**src/rtl/screen_line_fetch.sv**
```systemverilog
// Screen line fetch: once per video line, reads the memory words for the
// next displayed row into a small line buffer and serves one memory bit
// per binary-area pixel from that buffer.
module screen_line_fetch #(
    parameter int DATA_WIDTH              = 16,
    parameter int BITS_PER_MEMORY_PIXEL_X = 4,
    parameter int BITS_PER_MEMORY_PIXEL_Y = 5,
    parameter int HEX_START_X             = 512,
    parameter int H_FETCH_START           = 640,
    parameter int V_TOTAL                 = 525,
    parameter int RAM_LATENCY             = 1
) (
    input  logic                  CLK_50,
    input  logic                  reset,
    input  logic [9:0]            pixel_x,
    input  logic [9:0]            pixel_y,
    output logic [DATA_WIDTH-1:0] addr_screen,
    input  logic [DATA_WIDTH-1:0] rdata_screen,
    output logic                  pixel_bit,
    output logic                  pixel_valid,
    output logic                  fetch_busy,
    output logic                  overrun
);

    localparam int WORD_SHIFT     = $clog2(DATA_WIDTH) + BITS_PER_MEMORY_PIXEL_X;
    localparam int WORDS_PER_LINE = 512 >> WORD_SHIFT;
    localparam int WIDX_W         = (WORDS_PER_LINE > 1) ? $clog2(WORDS_PER_LINE) : 1;
    localparam int BPOS_W         = (DATA_WIDTH > 1) ? $clog2(DATA_WIDTH) : 1;

    localparam logic [1:0] IDLE  = 2'd0;
    localparam logic [1:0] ISSUE = 2'd1;
    localparam logic [1:0] DRAIN = 2'd2;

    // Line after y, wrapping at the bottom of the frame.
    function automatic logic [10:0] next_line(input logic [9:0] y);
        logic [10:0] y1;
        y1 = {1'b0, y} + 11'd1;
        return (y1 == 11'(V_TOTAL)) ? 11'd0 : y1;
    endfunction

    logic [1:0]            state;
    logic [WIDX_W-1:0]     issue_cnt;
    logic [10:0]           row_p0;
    logic [9:0]            px_p0;
    logic                  line_ok;
    logic [RAM_LATENCY-1:0] rd_vld_p;
    logic [WIDX_W-1:0]     rd_idx_p [RAM_LATENCY];
    logic [DATA_WIDTH-1:0] line_buf [WORDS_PER_LINE];

    logic                  trigger;
    logic [10:0]           trig_row;
    logic                  last_issue;
    logic                  early_pending;
    logic [WIDX_W-1:0]     w_sel;
    logic [BPOS_W-1:0]     b_sel;

    assign trigger    = (pixel_x == 10'(H_FETCH_START)) && (px_p0 != 10'(H_FETCH_START));
    assign trig_row   = next_line(pixel_y) >> BITS_PER_MEMORY_PIXEL_Y;
    assign last_issue = (issue_cnt == WIDX_W'(WORDS_PER_LINE - 1));
    assign fetch_busy = (state != IDLE);
    assign w_sel      = WIDX_W'(pixel_x >> WORD_SHIFT);
    assign b_sel      = BPOS_W'(DATA_WIDTH - 1) - BPOS_W'(pixel_x >> BITS_PER_MEMORY_PIXEL_X);

    // Reads still in flight other than the one returning this cycle.
    always_comb begin
        early_pending = 1'b0;
        for (int k = 0; k < RAM_LATENCY - 1; k++) begin
            early_pending = early_pending | rd_vld_p[k];
        end
    end

    // Fetch FSM, address generation, return tracking and status flags.
    always_ff @(posedge CLK_50 or posedge reset) begin
        if (reset) begin
            state       <= IDLE;
            issue_cnt   <= '0;
            row_p0      <= '0;
            px_p0       <= '0;
            addr_screen <= '0;
            line_ok     <= 1'b0;
            overrun     <= 1'b0;
            rd_vld_p    <= '0;
            for (int k = 0; k < RAM_LATENCY; k++) begin
                rd_idx_p[k] <= '0;
            end
        end else begin
            px_p0 <= pixel_x;

            // stage boundary: issued address -> RAM return alignment
            rd_vld_p[0] <= (state == ISSUE);
            rd_idx_p[0] <= issue_cnt;
            for (int k = 1; k < RAM_LATENCY; k++) begin
                rd_vld_p[k] <= rd_vld_p[k-1];
                rd_idx_p[k] <= rd_idx_p[k-1];
            end

            if (rd_vld_p[RAM_LATENCY-1] &&
                rd_idx_p[RAM_LATENCY-1] == WIDX_W'(WORDS_PER_LINE - 1)) begin
                line_ok <= 1'b1;
            end

            if (trigger && fetch_busy) begin
                overrun <= 1'b1;
            end

            case (state)
                IDLE: begin
                    if (trigger) begin
                        state       <= ISSUE;
                        issue_cnt   <= '0;
                        row_p0      <= trig_row;
                        addr_screen <= DATA_WIDTH'(32'(trig_row) * 32'(WORDS_PER_LINE));
                        line_ok     <= 1'b0;
                    end
                end
                ISSUE: begin
                    if (last_issue) begin
                        state <= DRAIN;
                    end else begin
                        issue_cnt   <= issue_cnt + 1'b1;
                        addr_screen <= DATA_WIDTH'(32'(row_p0) * 32'(WORDS_PER_LINE)
                                                   + 32'(issue_cnt) + 32'd1);
                    end
                end
                DRAIN: begin
                    if (!early_pending) begin
                        state <= IDLE;
                    end
                end
                default: state <= IDLE;
            endcase
        end
    end

    // Line buffer write from the aligned RAM return.
    always_ff @(posedge CLK_50) begin
        if (rd_vld_p[RAM_LATENCY-1]) begin
            line_buf[rd_idx_p[RAM_LATENCY-1]] <= rdata_screen;
        end
    end

    // Registered pixel lookup, MSB of each word shown leftmost.
    always_ff @(posedge CLK_50 or posedge reset) begin
        if (reset) begin
            pixel_bit   <= 1'b0;
            pixel_valid <= 1'b0;
        end else begin
            pixel_bit   <= line_buf[w_sel][b_sel];
            pixel_valid <= (pixel_x < 10'(HEX_START_X)) && (pixel_y < 10'd480) && line_ok;
        end
    end

endmodule
```
**config.mk**
```make
export PLATFORM = sky130hd
export DESIGN_NAME = screen_line_fetch
export DESIGN_NICKNAME = d
export VERILOG_FILES = /design/src/rtl/screen_line_fetch.sv
export SDC_FILE = /design/constraint.sdc
export NUM_CORES = 1
export LEC_CHECK = 0
export BUFFER_PORTS_ARGS = -buffer_cell sky130_fd_sc_hd__buf_2
export CAP_MARGIN = 20
export CORE_MARGIN = 2
export CORE_UTILIZATION = 45
export CTS_BUF_LIST = sky130_fd_sc_hd__clkbuf_16
export DETAILED_ROUTE_END_ITERATION = 16
export PLACE_DENSITY = 0.67
export SETUP_SLACK_MARGIN = 0.15
export SYNTH_ARGS = -nofsm -noshare
export SYNTH_HDL_FRONTEND = slang
export SYNTH_SLANG_ARGS = --single-unit
```
**constraint.sdc**
```tcl
create_clock -name CLK_50 -period 3.5 [get_ports CLK_50]
set_input_delay 0.525 -clock CLK_50 [delete_from_list [all_inputs] [get_ports CLK_50]]
set_output_delay 0.525 -clock CLK_50 [all_outputs]
set_load 0.01 [all_outputs]
```
### Yosys cells after proc, flatten, opt, wreduce, memory -nomap -nowiden

Memories as Yosys holds them, arrays and structs flattened.
Index checks and enable logic that the tools add are counted.

* bits in read-only memories: 0
* register bits after elaboration: 41
* latch bits: 0
* word-level logic and storage cells: 56
* memories kept: 1
* RAM bits: 32
* output and inout bits: 20
* bits of input ports: 38

* multiply operators: 0
* shift operators: 0
* $add $sub $neg: 5
* reductions and logical operators: 12
* div/mod/pow operators: 0
* equal/unequal tests: 7
* bitwise logic cells: 0
* magnitude comparators: 3
* multiplexer cells: 17

Memories
* line_buf: words 2, bits a word 16, rd ports 1, clocked after memory_dff 0, write ports 1, RTL line 48 `logic [DATA_WIDTH-1:0] line_buf [WORDS_PER_LINE];`

Operators with widths (count)
* $mux 16: 2
* $pmux 16 s2: 1
* $add 10x1->11 const B: 1
* $eq 11x10->1 const B: 1
* $mux 11: 1
* $eq 10x10->1 const B: 1
* $lt 10x10->1 const B: 1
* $lt 10x9->1 const B: 1
* $ne 10x10->1 const B: 1
* $add 8x1->9 const B: 1
* $add 7x1->8: 1
* $mux 1: 8
* $ne 2x2->1 const B: 3
* $reduce_and 2->1: 3
* $logic_and 1x1->1: 5
* $lt 4x5->1 const B: 1
* $bmux 1 s4: 1
* $mux 2: 2
* $pmux 2 s2: 1
* $reduce_bool 2->1: 2
* $sub 4x4->4 const A: 1
* $reduce_and 3->1: 1
* $eq 2x1->1 const B: 1
* $logic_not 2->1: 1
* 2 further kinds: 2

### Logic depth before layout (Yosys ltp)

Gate-level depths: netlist of the first run.

* depth in word-level cells: 5
* gate-level depth with buffers: 6
* gate-level depth less buffers: 5

### Least setup slack after synthesis of the first run

No wires, ideal clock.

* kind: input -> register
* start: in pixel_x[4]
* end: reg addr_screen[2]
* setup slack: 1.727 ns
* data required time: 3.375 ns
* stages: 6
* arrival time: 1.648 ns
* buffers on the path: 1
* cells stage by stage: buf_4 nor2b_1 and4_1 a21oi_4 inv_4 mux2_4

* longest elaborated chain between the ends: 4

Ends and longest elaborated chain
* from (decl): RTL line 15 `input logic [9:0] pixel_x,`
* $eq 10x10->1: RTL line 57 `assign trigger = (pixel_x == 10'(H_FETCH_START)) && (px_p0 != 10'(H_FETCH_START));`
* $logic_and 1x1->1: RTL line 57
* $ne 2x2->1 (no line)
* $reduce_and 3->1 (no line)
* to (signal assigned): RTL line 112 `addr_screen <= DATA_WIDTH'(32'(trig_row) * 32'(WORDS_PER_LINE));`
* to (signal assigned): RTL line 121 `addr_screen <= DATA_WIDTH'(32'(row_p0) * 32'(WORDS_PER_LINE)`
* to (decl): RTL line 17 `output logic [DATA_WIDTH-1:0] addr_screen,`

Every way passes these cells.
A chain may end at the register's enable or synchronous reset.

### Final worst setup path of the first run

* start: in pixel_x[8]
* end: reg row_p0[3]

* longest elaborated chain between the ends: 3

Ends and longest elaborated chain
* $eq 10x10->1: RTL line 57
* $logic_and 1x1->1: RTL line 57
* $reduce_and 2->1 (no line)
* to (signal assigned): RTL line 111 `row_p0 <= trig_row;`
* to (decl): RTL line 43 `logic [10:0] row_p0;`

Every way passes these cells.

==> metrics.yaml, run 1 <==
cp.required_ps: 3710
dieHeight_um: 83.5
cts_sinks: 65
final-setup-viol-count: 0
cts_resized: 0
portBuffers: 49
worst_slew_pin_slew_ps: 781
rows: 28
synth_top_area_share_pct: 33.8
grt_pass1_wl_um: 8780
slew_viol_final: 0
gp_congestion: 0.844
h-tree-depth: 3
critical_path_class: "primary input to flop"
firstDrtPassIters: 5
nets: 304
start_util_pct: 47.2
ir_drop_v: 0.000670
gr-total-overflow: 0
via_count: 1773
synth_area_leader_cell: "edfxtp_1"
antenna_cells: 0
cts_tree: "done"
ant_nets: 0
synth_seq_cells: 65
p_per_area_nw_per_um2: 588
timing.final.crit_share_pct: 52.1
dp.cells: 329
yosysUniqueCellTypes: 45
wl_um: 5250
yosysWarningCount: 0
r2r-start: "state[0]"
drc: 0
place_hpwl_um: 3940
drtIter0Drc: 86
cp_max_fo: 8
pre_cts_ws_ps: 1340
fin_cells: 345
synth.avg_cell_area_sq_um: 13.6
hold_violations: 0
hold_class: "primary input to flop"
clock_path_buffers: 2
postCtsHoldBufs: 0
postSynthCellCount: 209
synthesis.area_sq_um: 2850
timing.fmax_ghz: 0.548
cts_root_buf: "clkbuf_16"
grt_max_degree: 23
arrival_ps: 2040
relSlewSlack_pct: 47.9
min_period_ps: 1820
status: "finished, final reports clean"
hold_start: "pixel_x[3]"
cts_buffers: 9
startpoint: "pixel_x[8]"
die_area_sq_um: 6980
syn2layout_area_growth_pct: 20.8
worstSetupStartpointType: "primary input"
synth_area_leaders: "edfxtp_1 34%, dfrtp_1 29%, mux2i_1 5.6%"
setup_slack_ps: 1680
io_pins: 58
routed_via_density: 5.14
postSynth.asyncResetShare_pct: 50.8
worst_hold_slack_ps: 325
cts_setup_buffers: 0
die_w_um: 83.5
coreArea_sq_um: 6030
clk_latency_ps: 330
first_global_vias: 1806
critPathCaptureType: "flop"
wl_per_cell_um: 15.2
p_total_mw: 2.02
synth-seq-area-share_pct: 62.8
r2r_slack_ps: 1690
leakage_nw: 1.52
drive_gt1_share_pct: 31.1
skew_ps: 4.05
rsz0062_at_grt: "no"
cts.clk_slew.worst_paths_ps: 60
tns_ps: 0
synth-edff-count: 32
grtUsageTotal_pct: 16.3
antenna_found_initial: 0
cap_violations: 0
ys.flop_type: "dfrtp_1"
==> final cells by class <==
class | instances | area (sq um)
clock inverter | 7 | 77.6
multi-input combinational | 127 | 951
sequential | 65 | 1790
inverter | 11 | 43.8
clock buffer | 9 | 225
timing repair buffer | 51 | 260
fill | 507 | 2590
tap | 75 | 93.8
==> synthesized netlist by cell type, types with 2 or more instances <==
| library cell | count |
|---|---|
| o221a_2 | 2 |
| o21ai_0 | 4 |
| dfrtp_1 | 33 |
| nand4_1 | 7 |
| clkbuf_1 | 2 |
| mux2_4 | 4 |
| a22oi_1 | 5 |
| a221oi_2 | 3 |
| nor4_1 | 3 |
| nor2_1 | 9 |
| xnor2_1 | 2 |
| edfxtp_1 | 32 |
| buf_4 | 9 |
| mux2i_1 | 16 |
| a21o_1 | 3 |
| xor2_1 | 3 |
| and2_1 | 4 |
| and4_1 | 3 |
| a21oi_1 | 7 |
| nor2b_1 | 5 |
| nor3_1 | 2 |
| inv_1 | 10 |
| nand2_1 | 9 |
| nand3_1 | 8 |
| nand2b_1 | 4 |
==> worst max-delay path, cell delays in order <==
cell and delay [ps]:
buf_2 140, nor4b_4 320, and3_2 250, and4_1 460
mux2_4 340
==> through the flow <==
stage | area, sq um | util, %
finish | 3440 | 57.1
global route | 3440 | 57.1
floorplan | 2870 | -
CTS | 3440 | 57.1
detailed placement | 3140 | 52.0
global placement | 3140 | 52.0
==> sequential cells by signal, indices dropped and copies added (netlist names) <==
signal,cells
line_buf,32
px_p0,10
addr_screen,8
row_p0,6
state,2
issue_cnt,1
line_ok,1
overrun,1
pixel_bit,1
pixel_valid,1
rd_idx_p,1
rd_vld_p,1
==> metal layers <==
metal	vias to the layer above	track usage [%]	routed length, um
met5	-	0	0
met2	49	25.4	2470
li1	873	-	-
met4	0	4.69	88
met3	6	6.73	280
met1	845	21.2	2410
==> worst paths after layout <==
kind,end,depth (start not counted)
worst max-delay path,row_p0[3],5
worst min-delay path,px_p0[3],1
worst max register to register,addr_screen[2],5
worst min register to register,addr_screen[0],1
max in group asynchronous,pixel_valid,3
min in group asynchronous,addr_screen[3],2
==> where the power goes <==
group / internal (mW) / switching [mW] / total, mW
clock network: 0.556 / 0.332 / 0.889
registers: 0.868 / 0.0386 / 0.906
logic: 0.112 / 0.114 / 0.226
==> layout by cell type, fill, tap and decap left out, drive strengths merged <==
| cell type | synthesis | layout |
|---|---|---|
| conb | 1 | 8 |
| bufinv | 0 | 1 |
| nor2 | 9 | 9 |
| clkinv | 0 | 3 |
| a2111oi | 1 | 1 |
| inv | 11 | 13 |
| edfxtp | 32 | 32 |
| a41o | 1 | 1 |
| nor4 | 4 | 4 |
| o211ai | 1 | 1 |
| a22oi | 5 | 5 |
| and3 | 2 | 2 |
| nand2b | 4 | 4 |
| nand3 | 8 | 8 |
| a41oi | 1 | 1 |
| xor2 | 3 | 3 |
| a311o | 1 | 1 |
| and4 | 4 | 4 |
| o221a | 2 | 2 |
| mux2i | 16 | 16 |
| a221oi | 3 | 3 |
| clkinvlp | 0 | 1 |
| a21oi | 8 | 8 |
| o21a | 1 | 1 |
| buf | 11 | 51 |
| nand4 | 8 | 8 |
| ha | 1 | 1 |
| and2 | 4 | 4 |
| and2b | 1 | 1 |
| o21ai | 4 | 4 |
| nor4b | 1 | 1 |
| clkbuf | 2 | 9 |
| mux2 | 4 | 4 |
| or3 | 1 | 1 |
| a21o | 3 | 3 |
| dfrtp | 33 | 33 |
| nor2b | 5 | 5 |
| nor3 | 2 | 2 |
| nand2 | 9 | 9 |
| xnor2 | 2 | 2 |
==> cell families (layout without fill, tap and decap cells) <==
logic type / Yosys count / count (layout) / share of synthesized area, %
AOI/OAI and AO/OA: 31 / 31 / 8.88
xor gates and xnor gates: 5 / 5 / 1.54
adders and majority gates: 1 / 1 / 0.439
buffers and inverters: 24 / 78 / 4.75
DFF: 65 / 65 / 62.8
muxes: 20 / 20 / 7.74
other: 1 / 8 / 0.132
and+or+nand+nor: 62 / 62 / 13.8
(Power assumes the default switching activity.)
==> run 2: changes to the inputs <==
ABC_AREA = 1   (was unset)
PLACE_DENSITY = 0.7   (was 0.67)
clock period = 1.45 ns   (was 3.5 ns; I/O delays follow)
==> run 2 against run 1 <==
Via count up 22%; first-iteration DRC count is 5.8% lower; final cell count is 29% higher; clock power grew to 2.7 times the previous value; largest cell class unchanged; largest power group is now clock; highest routed layer unchanged.
==> metrics.yaml, run 2 <==
synth_seq_cells: 65  # unchanged
synth_area_leaders: "edfxtp_1 34%, dfrtp_1 29%, nand2_1 12%"  # was edfxtp_1 34%, dfrtp_1 29%, mux2i_1 5.6%
cts_tree: "done"  # unchanged
wl_per_cell_um: 13.3  # was 15.2 um
arrival_ps: 1550  # was 2040 ps
pre_cts_ws_ps: 24.7  # was 1340 ps
routed_via_density: 4.87  # was 5.14
synth-edff-count: 32  # unchanged
critical_path_class: "flop to flop"  # was primary input to flop
ant_nets: 0  # unchanged
postSynthCellCount: 288  # was 209
wl_um: 5930  # was 5250 um
dieHeight_um: 83.6  # was 83.5 um
grt_pass1_wl_um: 9640  # was 8780 um
cts_root_buf: "clkbuf_16"  # unchanged
slew_viol_final: 0  # unchanged
min_period_ps: 1330
portBuffers: 49  # unchanged
via_count: 2161  # was 1,773
antenna_cells: 0  # unchanged
leakage_nw: 1.73  # was 1.52 nW
critPathCaptureType: "flop"  # unchanged
largest_reg_flops: 32  # unchanged
synth_commonest_cells: "88 x nand2_1, 33 x dfrtp_1, 32 x edfxtp_1"  # was 33 x dfrtp_1, 32 x edfxtp_1, 16 x mux2i_1
final_cell_mix: "86 x nand2_1, 48 x buf_2, 33 x dfrtp_1, 32 x edfxtp_1, 24 x inv_1"  # was 49 x buf_2, 33 x dfrtp_1, 32 x edfxtp_1, 16 x mux2i_1, 10 x inv_1
setup_slack_ps: 121  # was 1680 ps
postSynth.asyncResetShare_pct: 50.8  # unchanged
gr-total-overflow: 0  # unchanged
yosysUniqueCellTypes: 32  # was 45
tns_ps: 0  # unchanged
die_w_um: 83.6  # was 83.5 um
place_area_sq_um: 3230  # was 3140 sq um
cts.clk_slew.worst_paths_ps: 60  # about the same
firstDrtPassIters: 4  # was 5
cp_slowest_cell: "dfrtp_1"  # was and4_1
ys.flop_type: "dfrtp_1"  # unchanged
syn2layout_area_growth_pct: 30.6  # was 20.8%
place_hpwl_um: 3930  # was 3940 um
clk_latency_ps: 330  # about the same
synth_top_area_share_pct: 33.7  # was 33.8%
coreArea_sq_um: 6240  # was 6030 sq um
drtIter0Drc: 81  # was 86
cp_slowest_stage_delay_ps: 360  # was 460 ps
skew_ps: 8.48  # was 4.05 ps
synthesis.area_sq_um: 2850  # about the same
path_cells: "ha_2, nand3_2, nor2_4, nand2_2, xnor2_1, o211ai_1, nand2_1"  # was buf_2, nor4b_4, and3_2, and4_1, mux2_4
synth.avg_cell_area_sq_um: 9.91  # was 13.6 sq um
synth-seq-area-share_pct: 62.6  # was 62.8%
die_area_sq_um: 6990  # was 6980 sq um
multi_input_comb_area_sq_um: 956  # was 951 sq um
clock_path_buffers: 2  # unchanged
drc: 0  # unchanged
grtUsageTotal_pct: 17.8  # was 16.3%
yosysMostFrequentCell: "nand2_1"  # was dfrtp_1
rows: 29  # was 28
fillers: 516  # was 507
io_pins: 58  # unchanged
h-tree-depth: 3  # unchanged
final_common_cell: "nand2_1"  # was buf_2
first_global_vias: 2153  # was 1,806
timing.final.crit_share_pct: 91.7
p_per_area_nw_per_um2: 1250  # was 588 nW/um^2
hold_violations: 0  # unchanged
nets: 401  # was 304
synth_area_leader_cell: "edfxtp_1"  # unchanged
final_cell_area_sq_um: 3720  # was 3440 sq um
grt_max_degree: 34  # was 23
timing.fmax_ghz: 0.752
worstSetupStartpointType: "flop"  # was primary input
gp_congestion: 0.803  # was 0.844
hold_class: "primary input to flop"  # unchanged
antenna_found_initial: 0  # unchanged
cts_sinks: 65  # unchanged
cp.required_ps: 1670  # was 3710 ps
drive_gt1_share_pct: 30.0  # was 31.1%
start_util_pct: 45.7  # was 47.2%
yosysWarningCount: 0  # unchanged
ir_drop_v: 0.000808  # was 0.000670 V
rsz0062_at_grt: "yes"  # was no
cp_max_fo: 2  # was 8
final-setup-viol-count: 0  # unchanged
seqCellArea_sq_um: 1790  # unchanged
cts_buffers: 9  # unchanged
cap_violations: 0  # unchanged
status: "finished, final reports clean"  # unchanged
[run 2: changes by cell type after synthesis, sizes merged, moves of 5 or more]
cell | previous run | this run
mux2i | 16 | 0
inv | 11 | 27
nor2 | 9 | 29
nor2b | 5 | 0
nand2 | 9 | 90
o21ai | 4 | 15
a22oi | 5 | 0
nand3 | 8 | 19
nand4 | 8 | 1
[run 2: worst paths after layout]
check | start | endpoint | slack (ps) | cells after the start
min | pixel_x[1] | px_p0[1] | 9 | 1
max in group asynchronous | reset | px_p0[6] | 640 | 4
max | issue_cnt | addr_screen[6] | 120 | 7
min reg2reg | addr_screen[3] | addr_screen[3] | 470 | 2
min in group asynchronous | reset | addr_screen[5] | 510 | 4
max reg2reg | issue_cnt | addr_screen[6] | 120 | 7
[run 2: report_power, final]
| part | total, mW | leakage (nW) | switching [mW] | internal, mW |
|---|---|---|---|---|
| clock | 2.38 | 0.160 | 0.846 | 1.54 |
| combinational | 0.285 | 0.884 | 0.173 | 0.112 |
| sequential | 1.99 | 0.687 | 0.0157 | 1.97 |
[run 2: cells by family (layout without fill, tap and decap cells)]
logic type                 Yosys count  after routing  synth area share, %
DFF                                 65             65                 62.6
and+or+nand+nor                    145            145                 21.8
xor gates and xnor gates             4              4                 1.23
other                                1              8                0.131
adders and majority gates            1              1                0.439
buffers and inverters               41            113                 7.11
AOI/OAI and AO/OA                   31             31                 6.62
[run 2: stage by stage]
step	util [%]	power [mW]	hold WS, ps	cells
3_5_place_dp	51.8	2.29	323	418
3_3_place_gp	51.8	2.29	319	418
5_1_grt	59.7	4.81	5.30	444
6_report	59.7	4.66	9.09	444
4_1_cts	58.4	4.69	1.01	441
2_1_floorplan	-	2.18	249	295
[run 2: cell type report]
cell class                 count  area share [%]
timing repair buffer          69            11.7
inverter                      28            3.16
sequential                    65            48.0
tap                           77            2.59
clock inverter                 7            2.89
multi-input combinational    189            25.7
clock buffer                   9            6.05
[run 2: per-layer routing]
layer / track usage [%] / wire length [um] / vias to the layer above
met5: 0 / 0 / -
met3: 6.73 / 317 / 12
li1: - / - / 1077
met1: 21.2 / 2540 / 1013
met2: 29.1 / 2960 / 59
met4: 7.04 / 105 / 0
[run 2: repair_timing]
action / in CTS / in global routing
resized for setup: 6 / 14
setup buffers: 5 / 3
pin swaps: 4 / 7
hold buffers: 2 / 0
cloned: 0 / 0
setup endpoints to repair: 7 / 17
hold endpoints to repair: 34 / 0
[run 2: worst max-delay path: cells and delay by family, from the launching register on]
family / cells / cell delay, ps
adder cells (fa/ha/maj): 1 / 190
AND/OR/NAND/NOR: 4 / 360
flip-flops: 1 / 360
AO/OA/AOI/OAI: 1 / 180
XOR/XNOR: 1 / 120
==> run 3: changes to the inputs <==
CELL_PAD_IN_SITES_DETAIL_PLACEMENT = 1   (was unset)
CELL_PAD_IN_SITES_GLOBAL_PLACEMENT = 1   (was unset)
CORE_UTILIZATION = 37   (was 45)
PLACE_DENSITY = unset   (was 0.7)
PLACE_DENSITY_LB_ADDON = 0.1   (was unset)
==> run 3 against run 2 <==
Register-to-register slack worse by 70 ps; worst hold slack worse by 0.50 ps; combinational power is 9.8% higher; die area is 21% higher; clock power is 5% lower; final cell count is 8.3% higher; design area is 5.4% higher; sequential share of layout area is 2.4 points lower; critical path type unchanged; critical endpoint is now addr_screen[5]; largest power group unchanged; highest routed layer unchanged.
==> metrics.yaml, run 3 (synthesis gave the netlist of run 2 again) <==
ant_nets: 0  # unchanged
cp_max_fo: 3  # was 2
power.share.clock_pct: 49.5  # was 51.2%
largest_reg_flops: 32  # unchanged
via_count: 2249  # was 2,161
grt_use_met2_pct: 29.7  # was 29.1%
setup_slack_ps: 51.6  # was 121 ps
routed_via_density: 4.68  # was 4.87
timing.fmax_ghz: 0.715  # was 0.752 GHz
antenna_cells: 0  # unchanged
cts_sinks: 65  # unchanged
rows: 32  # was 29
cts_buffers: 9  # unchanged
switchingPower_mw: 0.989  # was 1.03 mW
syn2layout_area_growth_pct: 37.7  # was 30.6%
cp_slowest_cell: "dfrtp_2"  # was dfrtp_1
grtUsageMet1_pct: 20.4  # was 21.2%
critPathCaptureType: "flop"  # unchanged
first_global_vias: 2327  # was 2,153
place_hpwl_um: 4480  # was 3930 um
antenna_found_initial: 0  # unchanged
coreArea_sq_um: 7610  # was 6240 sq um
final-setup-viol-count: 0  # unchanged
final_cell_mix: "82 x nand2_1, 48 x buf_2, 32 x edfxtp_1, 30 x dfrtp_1, 25 x inv_1"  # was 86 x nand2_1, 48 x buf_2, 33 x dfrtp_1, 32 x edfxtp_1, 24 x inv_1
p_total_mw: 4.58  # was 4.66 mW
cts_root_buf: "clkbuf_16"  # unchanged
drc: 0  # unchanged
cp_slowest_stage_delay_ps: 430  # was 360 ps
arrival_ps: 1620  # was 1550 ps
path_cells: "buf_6, nand3_4, nor2_4, nand2_1, xnor2_1, nor2_1, nor2_2, nand2_1, nand2_1"  # was ha_2, nand3_2, nor2_4, nand2_2, xnor2_1, o211ai_1, nand2_1
worstSetupStartpointType: "flop"  # unchanged
pwr-share-comb_pct: 6.8  # was 6.1%
gp_congestion: 0.767  # was 0.803
leakage_nw: 1.81  # was 1.73 nW
clk_latency_ps: 330  # about the same
critical_path_class: "flop to flop"  # unchanged
fin_cells: 481  # was 444
p_int_mw: 3.59  # was 3.62 mW
hold_class: "primary input to flop"  # unchanged
tns_ps: 0  # unchanged
final_common_cell: "nand2_1"  # unchanged
drtIter0Drc: 90  # was 81
gr-total-overflow: 0  # unchanged
die_area_sq_um: 8430  # was 6990 sq um
hold_violations: 0  # unchanged
seqCellArea_sq_um: 1790  # about the same
status: "finished, final reports clean"  # unchanged
power.share.sequential_pct: 43.6  # was 42.7%
io_pins: 58  # unchanged
drive_gt1_share_pct: 33.8  # was 30.0%
cts.clk_slew.worst_paths_ps: 60  # about the same
rsz0062_at_grt: "yes"  # unchanged
skew_ps: 5.13  # was 8.48 ps
switching_share_pct: 21.6  # was 22.2%
dieHeight_um: 91.8  # was 83.6 um
place_area_sq_um: 3300  # was 3230 sq um
pre_cts_ws_ps: 8.90  # was 24.7 ps
grtUsageTotal_pct: 17.2  # was 17.8%
cp.required_ps: 1670  # about the same
firstDrtPassIters: 4  # unchanged
slew_viol_final: 0  # unchanged
ir_drop_v: 0.000636  # was 0.000808 V
min_period_ps: 1400  # was 1330 ps
start_util_pct: 37.5  # was 45.7%
wl_per_cell_um: 15.5  # was 13.3 um
final_cell_area_sq_um: 3930  # was 3720 sq um
cts_tree: "done"  # unchanged
cp.buffers_inverters: 1  # was 0
h-tree-depth: 3  # unchanged
portBuffers: 49  # unchanged
fillers: 865  # was 516
p_per_area_nw_per_um2: 1170  # was 1250 nW/um^2
cap_violations: 0  # unchanged
nets: 413  # was 401
die_w_um: 91.8  # was 83.6 um
dp.cells: 449  # was 418
busiest_layer: "met2"  # unchanged
crit_family: "simple AND/OR/NAND/NOR gates"  # was flip-flops
grt_max_degree: 34  # unchanged
multi_input_comb_area_sq_um: 1020  # was 956 sq um
clock_path_buffers: 2  # unchanged
grt_pass1_wl_um: 11000  # was 9640 um
crit_top_cell: "nand2_1"
timing.final.crit_share_pct: 96.4  # was 91.7%
wl_um: 7460  # was 5930 um
grtUsageMet3_pct: 3.78  # was 6.73%
run 3: cell count changes in the layout (fill, tap and decap cells not counted), moves of 3 or more:
cell,previous run,this run
buf_4,15,21
dfrtp_1,33,30
nand2_1,86,82
buf_6,2,7
dfrtp_2,0,3
nand2_4,1,4
run 3: cell type report:
class | count | share of cell area (%)
clock buffer | 9 | 5.73
clock inverter | 7 | 2.20
inverter | 28 | 2.99
multi-input combinational | 189 | 25.9
sequential | 65 | 45.6
tap | 102 | 3.25
timing repair buffer | 81 | 14.3
run 3: routing by layer:
metal | vias to the layer above | share of wire (%)
met5 | - | 0
met4 | 0 | 1.8
met3 | 12 | 3.0
met2 | 45 | 54
met1 | 1091 | 41
li1 | 1101 | -
run 3: worst paths after layout:
check | start | to | slack [ps] | cells after the start
worst min-delay path | pixel_x[3] | px_p0[3] | 9 | 1
worst max register to register | issue_cnt | addr_screen[5] | 50 | 9
worst max-delay path | issue_cnt | addr_screen[5] | 50 | 9
min in group asynchronous | reset | px_p0[0] | 530 | 4
worst min register to register | addr_screen[3] | addr_screen[3] | 470 | 2
max in group asynchronous | reset | row_p0[0] | 590 | 4
run 3: power groups by stage:
| stage | clock network [mW] | logic [mW] | registers (mW) |
|---|---|---|---|
| CTS | 2.31 | 0.302 | 1.99 |
| global placement | 0 | 0.280 | 2.02 |
| floorplan | 0 | 0.154 | 2.03 |
| global route | 2.38 | 0.354 | 2.00 |
| detailed placement | 0 | 0.287 | 2.02 |
| finish | 2.27 | 0.313 | 2.00 |
run 3: metrics by stage:
stage | hold WS [ps] | util (%)
4_1_cts | 0.588 | 49.0
2_1_floorplan | 249 | -
3_3_place_gp | 330 | 43.3
6_report | 8.59 | 51.6
3_5_place_dp | 334 | 43.3
5_1_grt | 1.40 | 51.6
run 3: worst register-to-register path: stages, from the launching register on:
cell     delay (ps)
dfrtp_2         430
buf_6           140
nand3_4          90
nor2_4          130
nand2_1          90
xnor2_1         130
nor2_1          130
nor2_2           50
nand2_1          60
nand2_1          40
run 3: repair_timing:
action                                 4_1_cts  5_1_grt
endpoints found under the hold margin       34        0
pin swaps                                    6       12
resized for setup                           12       32
hold buffers                                 2        0
setup endpoints to repair                   16       17
gates cloned                                 0        1
setup buffers                                7        6
